<file path="src/rtl/cordic_cmd_framer.sv">
// Byte-stream framer: SYNC, mode, op[31:24..7:0] -> 48-bit word in a FIFO read by cordic_mode_controller.
// Word is queued on the last byte's edge; s_ready drops only on that last byte while the FIFO is full.
module cordic_cmd_framer #(
  parameter int         DEPTH       = 16,
  parameter logic [7:0] SYNC_BYTE   = 8'hA5,
  parameter int         TIMEOUT_CYC = 1024,
  parameter logic [7:0] MAX_MODE    = 8'd8
) (
  input  logic                     clk,
  input  logic                     reset_n,
  input  logic [7:0]               s_data,
  input  logic                     s_valid,
  output logic                     s_ready,
  input  logic                     RD_en,
  output logic [47:0]              Cor_in_data,
  output logic                     empty,
  output logic                     full,
  output logic [$clog2(DEPTH):0]   fifo_level,
  output logic                     frame_err,
  output logic [15:0]              err_count
);

  typedef struct packed {
    logic [7:0]  pad;
    logic [7:0]  mode;
    logic [31:0] operand;
  } cmd_t;

  typedef enum logic [2:0] {HUNT, MODE, OP0, OP1, OP2, OP3} state_t;

  localparam int            AW       = $clog2(DEPTH);
  localparam int            TW       = $clog2(TIMEOUT_CYC + 1);
  localparam logic [TW-1:0] TMO_LAST = TW'(TIMEOUT_CYC - 1);
  localparam logic [AW:0]   FULL_LVL = (AW + 1)'(DEPTH);

  state_t        state_q, state_d;
  logic [7:0]    mode_q, mode_d;
  logic [23:0]   op_q, op_d;
  logic [TW-1:0] tmo_q, tmo_d;
  logic          acc_vld, stall, push_vld, bad_frame, tmo_hit, err_vld;
  cmd_t          push_dat;

  // Parser: next state, field capture and idle-timeout tracking.
  always_comb begin
    state_d   = state_q;
    mode_d    = mode_q;
    op_d      = op_q;
    tmo_d     = tmo_q;
    push_vld  = 1'b0;
    bad_frame = 1'b0;
    tmo_hit   = 1'b0;
    stall     = (state_q == OP3) && full;
    s_ready   = !stall;
    acc_vld   = s_valid && !stall;

    // Stalled cycles leave the counter untouched so backpressure never aborts a frame.
    if (state_q != HUNT) begin
      if (acc_vld) begin
        tmo_d = '0;
      end else if (!stall) begin
        if (tmo_q == TMO_LAST) begin
          tmo_hit = 1'b1;
          tmo_d   = '0;
          state_d = HUNT;
        end else begin
          tmo_d = tmo_q + 1'b1;
        end
      end
    end

    if (acc_vld) begin
      case (state_q)
        HUNT: if (s_data == SYNC_BYTE) state_d = MODE;
        MODE: begin
          mode_d  = s_data;
          state_d = OP0;
        end
        OP0: begin
          op_d    = {op_q[15:0], s_data};
          state_d = OP1;
        end
        OP1: begin
          op_d    = {op_q[15:0], s_data};
          state_d = OP2;
        end
        OP2: begin
          op_d    = {op_q[15:0], s_data};
          state_d = OP3;
        end
        OP3: begin
          state_d = HUNT;
          if (mode_q != 8'd0 && mode_q <= MAX_MODE) push_vld  = 1'b1;
          else                                      bad_frame = 1'b1;
        end
        default: state_d = HUNT;
      endcase
    end
  end

  assign err_vld  = bad_frame || tmo_hit;
  assign push_dat = '{pad: 8'h00, mode: mode_q, operand: {op_q, s_data}};

  always_ff @(posedge clk or negedge reset_n) begin
    if (!reset_n) begin
      state_q   <= HUNT;
      mode_q    <= '0;
      op_q      <= '0;
      tmo_q     <= '0;
      frame_err <= 1'b0;
      err_count <= '0;
    end else begin
      state_q   <= state_d;
      mode_q    <= mode_d;
      op_q      <= op_d;
      tmo_q     <= tmo_d;
      frame_err <= err_vld;
      if (err_vld && err_count != 16'hFFFF) err_count <= err_count + 1'b1;
    end
  end

  // Command FIFO; the head is copied into Cor_in_data only on a real pop.
  cmd_t          mem [DEPTH];
  logic [AW-1:0] wr_ptr, rd_ptr;
  logic [AW:0]   level_d;
  logic          do_push, do_pop;

  assign do_push = push_vld && !full;
  assign do_pop  = RD_en && !empty;

  always_comb begin
    level_d = fifo_level;
    case ({do_push, do_pop})
      2'b10:   level_d = fifo_level + 1'b1;
      2'b01:   level_d = fifo_level - 1'b1;
      default: level_d = fifo_level;
    endcase
  end

  always_ff @(posedge clk) begin
    if (do_push) mem[wr_ptr] <= push_dat;
  end

  always_ff @(posedge clk or negedge reset_n) begin
    if (!reset_n) begin
      wr_ptr      <= '0;
      rd_ptr      <= '0;
      fifo_level  <= '0;
      empty       <= 1'b1;
      full        <= 1'b0;
      Cor_in_data <= '0;
    end else begin
      if (do_push) wr_ptr <= wr_ptr + 1'b1;
      if (do_pop) begin
        rd_ptr      <= rd_ptr + 1'b1;
        Cor_in_data <= mem[rd_ptr];
      end
      fifo_level <= level_d;
      empty      <= (level_d == '0);
      full       <= (level_d == FULL_LVL);
    end
  end

endmodule

</file>
<file path="config.mk">
export PLATFORM = sky130hd
export DESIGN_NAME = cordic_cmd_framer
export DESIGN_NICKNAME = d
export VERILOG_FILES = /design/src/rtl/cordic_cmd_framer.sv
export SDC_FILE = /design/constraint.sdc
export NUM_CORES = 1
export LEC_CHECK = 0
export ABC_AREA = 1
export CAP_MARGIN = 10
export CORE_MARGIN = 5
export CORE_UTILIZATION = 40
export DETAILED_ROUTE_END_ITERATION = 6
export PLACE_DENSITY = 0.53
export SLEW_MARGIN = 30
export SYNTH_ARGS = -nofsm -noshare
export SYNTH_HDL_FRONTEND = slang
export SYNTH_SLANG_ARGS = --single-unit
</file>
<file path="constraint.sdc">
create_clock -name clk -period 9.6 [get_ports clk]
set_input_delay 2.88 -clock clk [delete_from_list [all_inputs] [get_ports clk]]
set_output_delay 2.88 -clock clk [all_outputs]
set_load 0.05 [all_outputs]
</file>
==> results of run 1 <==
[cells by family after synthesis]
family          synth area share (%)
fa+ha+maj                      0.407
other cells                   0.0122
simple gates                    15.6
compound gates                  8.11
flops                           72.1
xor+xnor                       0.399
buf+inv                         3.34
[state kept, by name, summed over array words and instances, names as in the netlist]
name and cells:
full 1, wr_ptr 4, mode_q 8, empty 1, mem 640, fifo_level 5
op_q 24, frame_err 1, tmo_q 11, state_q 3, rd_ptr 4, err_count 16
Cor_in_data 40
[worst max-delay path, cell delays in order]
cell,delay [ns]
clkdlybuf4s50_1,0.52
inv_1,0.11
nor4_2,0.26
nand2_1,0.31
ha_1,0.38
nand2_1,0.11
inv_1,0.06
nor2_1,0.17
ha_1,0.26
nand2_1,0.07
nand2_1,0.06
or2_2,0.29
nor2_1,0.12
nand3_1,0.11
nor2_1,0.12
[routing by layer]
metal  GRT usage [%]  wire length [um]  part of all wire (%)  vias to the layer above
li1                -                 -                     -                     9411
met1            29.0             37300                    45                    10153
met2            30.8             38300                    46                      636
met3            3.68              5740                   6.9                       91
met4            5.03              1540                   1.9                        0
met5               0                 0                     0                        -
[cell type report]
class | instances | area (sq um)
Fill cell | 6931 | 40900
Sequential cell | 758 | 22200
Multi-Input combinational cell | 1704 | 7700
Clock buffer | 112 | 2260
Tap cell | 1030 | 1290
Timing Repair Buffer | 114 | 1220
Clock inverter | 36 | 307
Inverter | 62 | 249
[where the power goes]
part	switching (W)	leakage (nW)	internal (W)
combinational	0.00255	4.11	0.00103
clock	0.00127	1.25	0.00176
sequential	0.000604	7.30	0.00406
[cell usage after synthesis]
cell type  count
a21oi_1        5
a31oi_1        2
and2_0         1
and3_1         1
and3b_1        1
buf_1         21
buf_2         50
buf_4         22
buf_6          6
clkbuf_1      61
conb_1         1
dfrtp_1      117
dfstp_2        1
edfxtp_1     640
ha_1          10
inv_1         54
inv_2          7
inv_4          1
nand2_1      447
nand2_2        6
nand2_4        1
nand3_1      176
nand3_2        3
nand4_1       10
nor2_1       525
nor2_2         1
nor2_4         1
nor3_1         9
nor3_2         1
nor3_4         1
nor4_2         1
o211ai_1       1
o21ai_0      159
o21ai_1      277
o21ai_4        1
o22ai_1       40
or2_2          2
xnor2_1        2
xor2_1        12
[metrics by stage]
| step | setup WS, ns | total power [W] |
|---|---|---|
| 2_1_floorplan | 3.87 | 0.00685 |
| 3_3_place_gp | 3.49 | 0.00824 |
| 3_5_place_dp | 3.75 | 0.00828 |
| 4_1_cts | 4.40 | 0.0113 |
| 5_1_grt | 4.15 | 0.0119 |
| 6_report | 4.33 | 0.0113 |
[worst max path at each step]
stage	start	end	slack [ns]
6_report	s_valid	full$_DFF_PN0_	4.33
5_1_grt	s_valid	full$_DFF_PN0_	4.15
4_1_cts	s_valid	full$_DFF_PN0_	4.40
3_5_place_dp	s_valid	full$_DFF_PN0_	3.75
3_3_place_gp	s_valid	mem[3][36]$_DFFE_PP_	3.49
2_1_floorplan	s_valid	mem[11][0]$_DFFE_PP_	3.87
==> impl_metrics.csv, run 1 <==
group,metric,value,unit
synthesis,synth.distinct_cells,39,
routing,wl_per_cell,21.7,um
critical_path,start_kind,"input pin",
grt,grt_pass1_vias,19589,
grt,grtUsageTotal,19.8,%
placed_design,hpwl,48.0,mm
synthesis,synthCells,2677,
hold_path,holdCritStartpoint,"Cor_in_data[31]$_DFFE_PN0P_",
cells_and_area,nNetsFinal,2742,
outcome,status,"completed",
grt,grt_first_pass_wirelength,125,mm
cells_and_area,diodes,0,
synthesis,yosysSeqAreaShare,72.1,%
sta,hold_ws,0.477,ns
synthesis,synthTopCellsByArea,"edfxtp_1 63%, dfrtp_1 9.5%, nor2_1 6.4%, nand2_1 5.5%, o21ai_1 4.5%",
sta,max_freq,190,MHz
floorplanning,dieArea,82500,sq um
cells_and_area,finalInstanceArea,35200,sq um
clock_tree,numCtsBuffers,80,
critical_path,reg2reg_slack,5.95,ns
synthesis,syn_area,30700,sq um
routing,drt_wl_total,82.8,mm
placed_design,dp_cells,3664,
critical_path,end_kind,"register",
placed_design,io_buffers,76,
sta,setup_violations,0,
hold_path,whs_path_depth,2,
clock_tree,cts_htree_levels,3,
clock_tree,post_cts_buffers,0,
clock_tree,tritoncts,"yes",
hold_path,holdCritPathClass,"register to register",
synthesis,yosysTopAreaCell,"edfxtp_1",
clock_tree,worstSkewPairLatency,0.62,ns
sta,hold_viol_final,0,
sta,final.min_clock_period,5.27,ns
power_and_ir_drop,powerDensity,320,nW/um^2
critical_path,crit_path_max_fanout,6,
floorplanning,coreArea,76100,sq um
floorplanning,fp-row-count,101,
clock_tree,cts_buffer_depth,3,
routing,vias,20291,
cells_and_area,instances_no_fill,3816,
sta,tns,0,ns
cells_and_area,layout_commonest_cell,"edfxtp_1",
grt,gr-total-overflow,0,
cells_and_area,fin_util,46.3,%
critical_path,regToRegEndpoint,"Cor_in_data[5]$_DFFE_PN0P_",
critical_path,crit_required,10.14,ns
critical_path,r2r_cells,11,
floorplanning,io_pins,85,
synthesis,synth-warning-count,0,
critical_path,rr_startpoint,"rd_ptr[0]$_DFFE_PN0P_",
sta,worst-slew-pin-transition,0.976,ns
critical_path,worstSetupPathType,"input pin to register",
clock_tree,cts_resized,0,
sta,slew_violations,0,
critical_path,cp.arrival,5.81,ns
routing,dr.pass1.iters,5,
sta,relSlewSlack,34.9,%
clock_tree,path_clk_slew,0.06,ns
floorplanning,die_w,287,um
synthesis,ys_ff_latch,758,
power_and_ir_drop,p_leak,12.7,nW
power_and_ir_drop,ir_worst_vdd,193,uV
grt,grt_max_degree,165,
clock_tree,postCtsHoldBufs,0,
floorplanning,die_y,287,um
synthesis,yosys.area.top_type_share,62.5,%
sta,worst_clock_skew,0.0268,ns
sta,finalCritPeriodShare,54.9,%
cells_and_area,area_growth_syn_to_layout,14.5,%
grt,antenna_found_initial,1,
placed_design,placed_area,32500,sq um
hold_path,min_to,"Cor_in_data[31]$_DFFE_PN0P_",
floorplanning,start_util,40.4,%
routing,route.detailed.drc,0,
synthesis,post_synth.cell_area_avg,11.5,sq um
routing,ant_nets,0,
placed_design,gp_congestion,0.827,
routing,viasPerCell,5.32,
cells_and_area,drive_gt1_share,7.54,%
routing,drtIter0Drc,1883,
cells_and_area,mostFrequentLayoutCells,"640 x edfxtp_1, 508 x nor2_1, 447 x nand2_1, 277 x o21ai_1, 176 x nand3_1",
clock_tree,cts.sinks,758,
job,max_cap_viol_count,0,
sta,rsz0062_at_grt,"false",
clock_tree,clockRootBuffer,"clkbuf_16",
(Power assumes the default switching activity.)
==> run 2: changes to the inputs <==
PLACE_DENSITY = 0.55   (was 0.53)
clock period = 4.6 ns   (was 9.6 ns; I/O delays follow)
==> run 2 against run 1 <==
Net effect: power increased by 110%; clock power increased by 110%; design area increased by 0.71%; combinational power increased by 100%; sequential power increased by 100%; sequential share of layout area decreased by 0.46 points; sequential cell count unchanged; final cell count increased by 0.39%; global-route usage decreased by 0.51 points; routed wire length decreased by 4.0%; non-clock buffer count increased by 19; worst setup slack got worse by 3.3 ns; largest power group unchanged.
==> impl_metrics.csv, run 2 (same netlist as run 1, synthesis figures left out) <==
group,metric,value,unit
floorplanning,dieArea,82500,sq um
routing,wl_per_cell,20.8,um
routing,drtIter0Drc,1729,
placed_design,gp_congestion,0.803,
sta,hold_viol_final,0,
routing,drt_wl_total,79.5,mm
floorplanning,coreArea,76100,sq um
cells_and_area,layout_commonest_cell,"edfxtp_1",
grt,grtUsageTotal,19.3,%
critical_path,crit_required,3.22,ns
routing,vias,20167,
sta,tns,0,ns
critical_path,cpMaxStageDelayCell,"clkdlybuf4s50_1",
cells_and_area,largest_register_ffs,640,
clock_tree,cts_buffer_depth,3,
clock_tree,numCtsBuffers,78,
power_and_ir_drop,powerDensity,654,nW/um^2
placed_design,hpwl,44.4,mm
critical_path,cp.arrival,2.20,ns
sta,final.min_clock_period,3.58,ns
power_and_ir_drop,p_leak,12.8,nW
critical_path,worstSetupPathType,"register to primary output",
grt,grt_pass1_vias,20098,
cells_and_area,mostFrequentLayoutCells,"640 x edfxtp_1, 508 x nor2_1, 447 x nand2_1, 277 x o21ai_1, 176 x nand3_1",
sta,worst_clock_skew,0.0183,ns
cells_and_area,fillers,6950,
cells_and_area,fin_util,46.6,%
critical_path,rr_startpoint,"mode_q[0]$_DFFE_PN0P_",
critical_path,crit_start,"state_q[0]$_DFF_PN0_",
critical_path,crit_top_cell,"nand2_2",
critical_path,start_kind,"register",
floorplanning,start_util,40.4,%
grt,grt_max_degree,179,
clock_tree,cts_resized,0,
cells_and_area,area_growth_syn_to_layout,15.3,%
floorplanning,fp-row-count,101,
sta,setup_violations,0,
cells_and_area,drive_gt1_share,7.96,%
power_and_ir_drop,ir_worst_vdd,406,uV
sta,finalCritPeriodShare,77.8,%
placed_design,preCtsSetupSlack,0.465,ns
clock_tree,cts_htree_levels,3,
clock_tree,cts.sinks,758,
clock_tree,postCtsHoldBufs,0,
job,max_cap_viol_count,0,
cells_and_area,diodes,0,
cells_and_area,nNetsFinal,2759,
critical_path,crit_path_max_fanout,8,
sta,hold_ws,0.481,ns
placed_design,io_buffers,76,
cells_and_area,reg_top3,"mem: 640 flops, Cor_in_data: 40 flops, op_q: 24 flops",
floorplanning,die_w,287,um
clock_tree,tritoncts,"yes",
routing,dr.pass1.iters,5,
critical_path,cp_cell_sequence,"nand2_2 > nor2_1 > nand2_2 > clkdlybuf4s50_1",
routing,route.detailed.drc,0,
routing,viasPerCell,5.26,
grt,antenna_found_initial,1,
floorplanning,io_pins,85,
critical_path,end_kind,"primary output",
floorplanning,die_y,287,um
sta,worst-slew-pin-transition,1.16,ns
grt,gr-total-overflow,0,
sta,relSlewSlack,22.9,%
cells_and_area,regMostFlops,"mem",
hold_path,holdCritStartpoint,"Cor_in_data[24]$_DFFE_PN0P_",
clock_tree,post_cts_buffers,0,
hold_path,holdCritPathClass,"register to register",
outcome,status,"completed",
critical_path,cpPeakStageDelay,0.82,ns
clock_tree,path_clk_slew,0.06,ns
sta,slew_violations,0,
clock_tree,clockRootBuffer,"clkbuf_16",
clock_tree,worstSkewPairLatency,0.62,ns
sta,rsz0062_at_grt,"false",
grt,grt_first_pass_wirelength,124,mm
routing,ant_nets,0,
sta,fin_ws,1.02,ns
sta,max_freq,279,MHz
==> run 2: cell type report <==
type	instances	area [sq um]	area share [%]
clock buffer	101	2100	5.92
tap	1030	1290	3.63
clock inverter	43	495	1.40
timing repair buffer	133	1440	4.07
sequential	758	22200	62.6
multi-input combinational	1704	7700	21.7
inverter	62	249	0.702
==> run 2: through the flow <==
step | cell area, sq um | instances | total power (W)
after floorplan | 30800 | 2684 | 0.0143
final | 35500 | 3831 | 0.0232
after CTS | 35500 | 3831 | 0.0234
after global routing | 35500 | 3831 | 0.0245
after global placement | 32900 | 3687 | 0.0169
after detailed placement | 32900 | 3687 | 0.0170
==> run 2: worst max-delay path: cells and delay by family, from the launching register on <==
kind                   cells  cell delay (ns)
buffers and inverters      1             0.82
DFF                        1             0.46
and+or+nand+nor            3             0.30
==> run 2: final timing paths <==
path,to,slack (ns),depth (start not counted)
worst min-delay path,Cor_in_data[24]$_DFFE_PN0P_,0.48,2
worst max-delay path,s_ready,1.02,4
max in group asynchronous,Cor_in_data[33]$_DFFE_PN0P_,2.94,2
min in group asynchronous,frame_err$_DFF_PN0_,0.85,1
worst max register to register,empty$_DFF_PN1_,1.48,16
worst min register to register,Cor_in_data[24]$_DFFE_PN0P_,0.48,2
==> run 2: metal layers <==
layer  track usage (%)  routed length, um  share of wire, %  vias up
li1                  -                  -                 -     9454
met5                 0                  0                 0        -
met2              32.1              38200                48      562
met1              27.0              35500                45    10031
met4              5.13               1800               2.3        0
met3              2.58               3930               4.9      120
==> run 2: power by group <==
part	leakage (nW)	internal [W]	switching, W	total (W)
Clock	1.27	0.00375	0.00264	0.00639
Combinational	4.21	0.00214	0.00517	0.00730
Sequential	7.30	0.00846	0.00102	0.00949
Total	12.8	0.0144	0.00882	0.0232
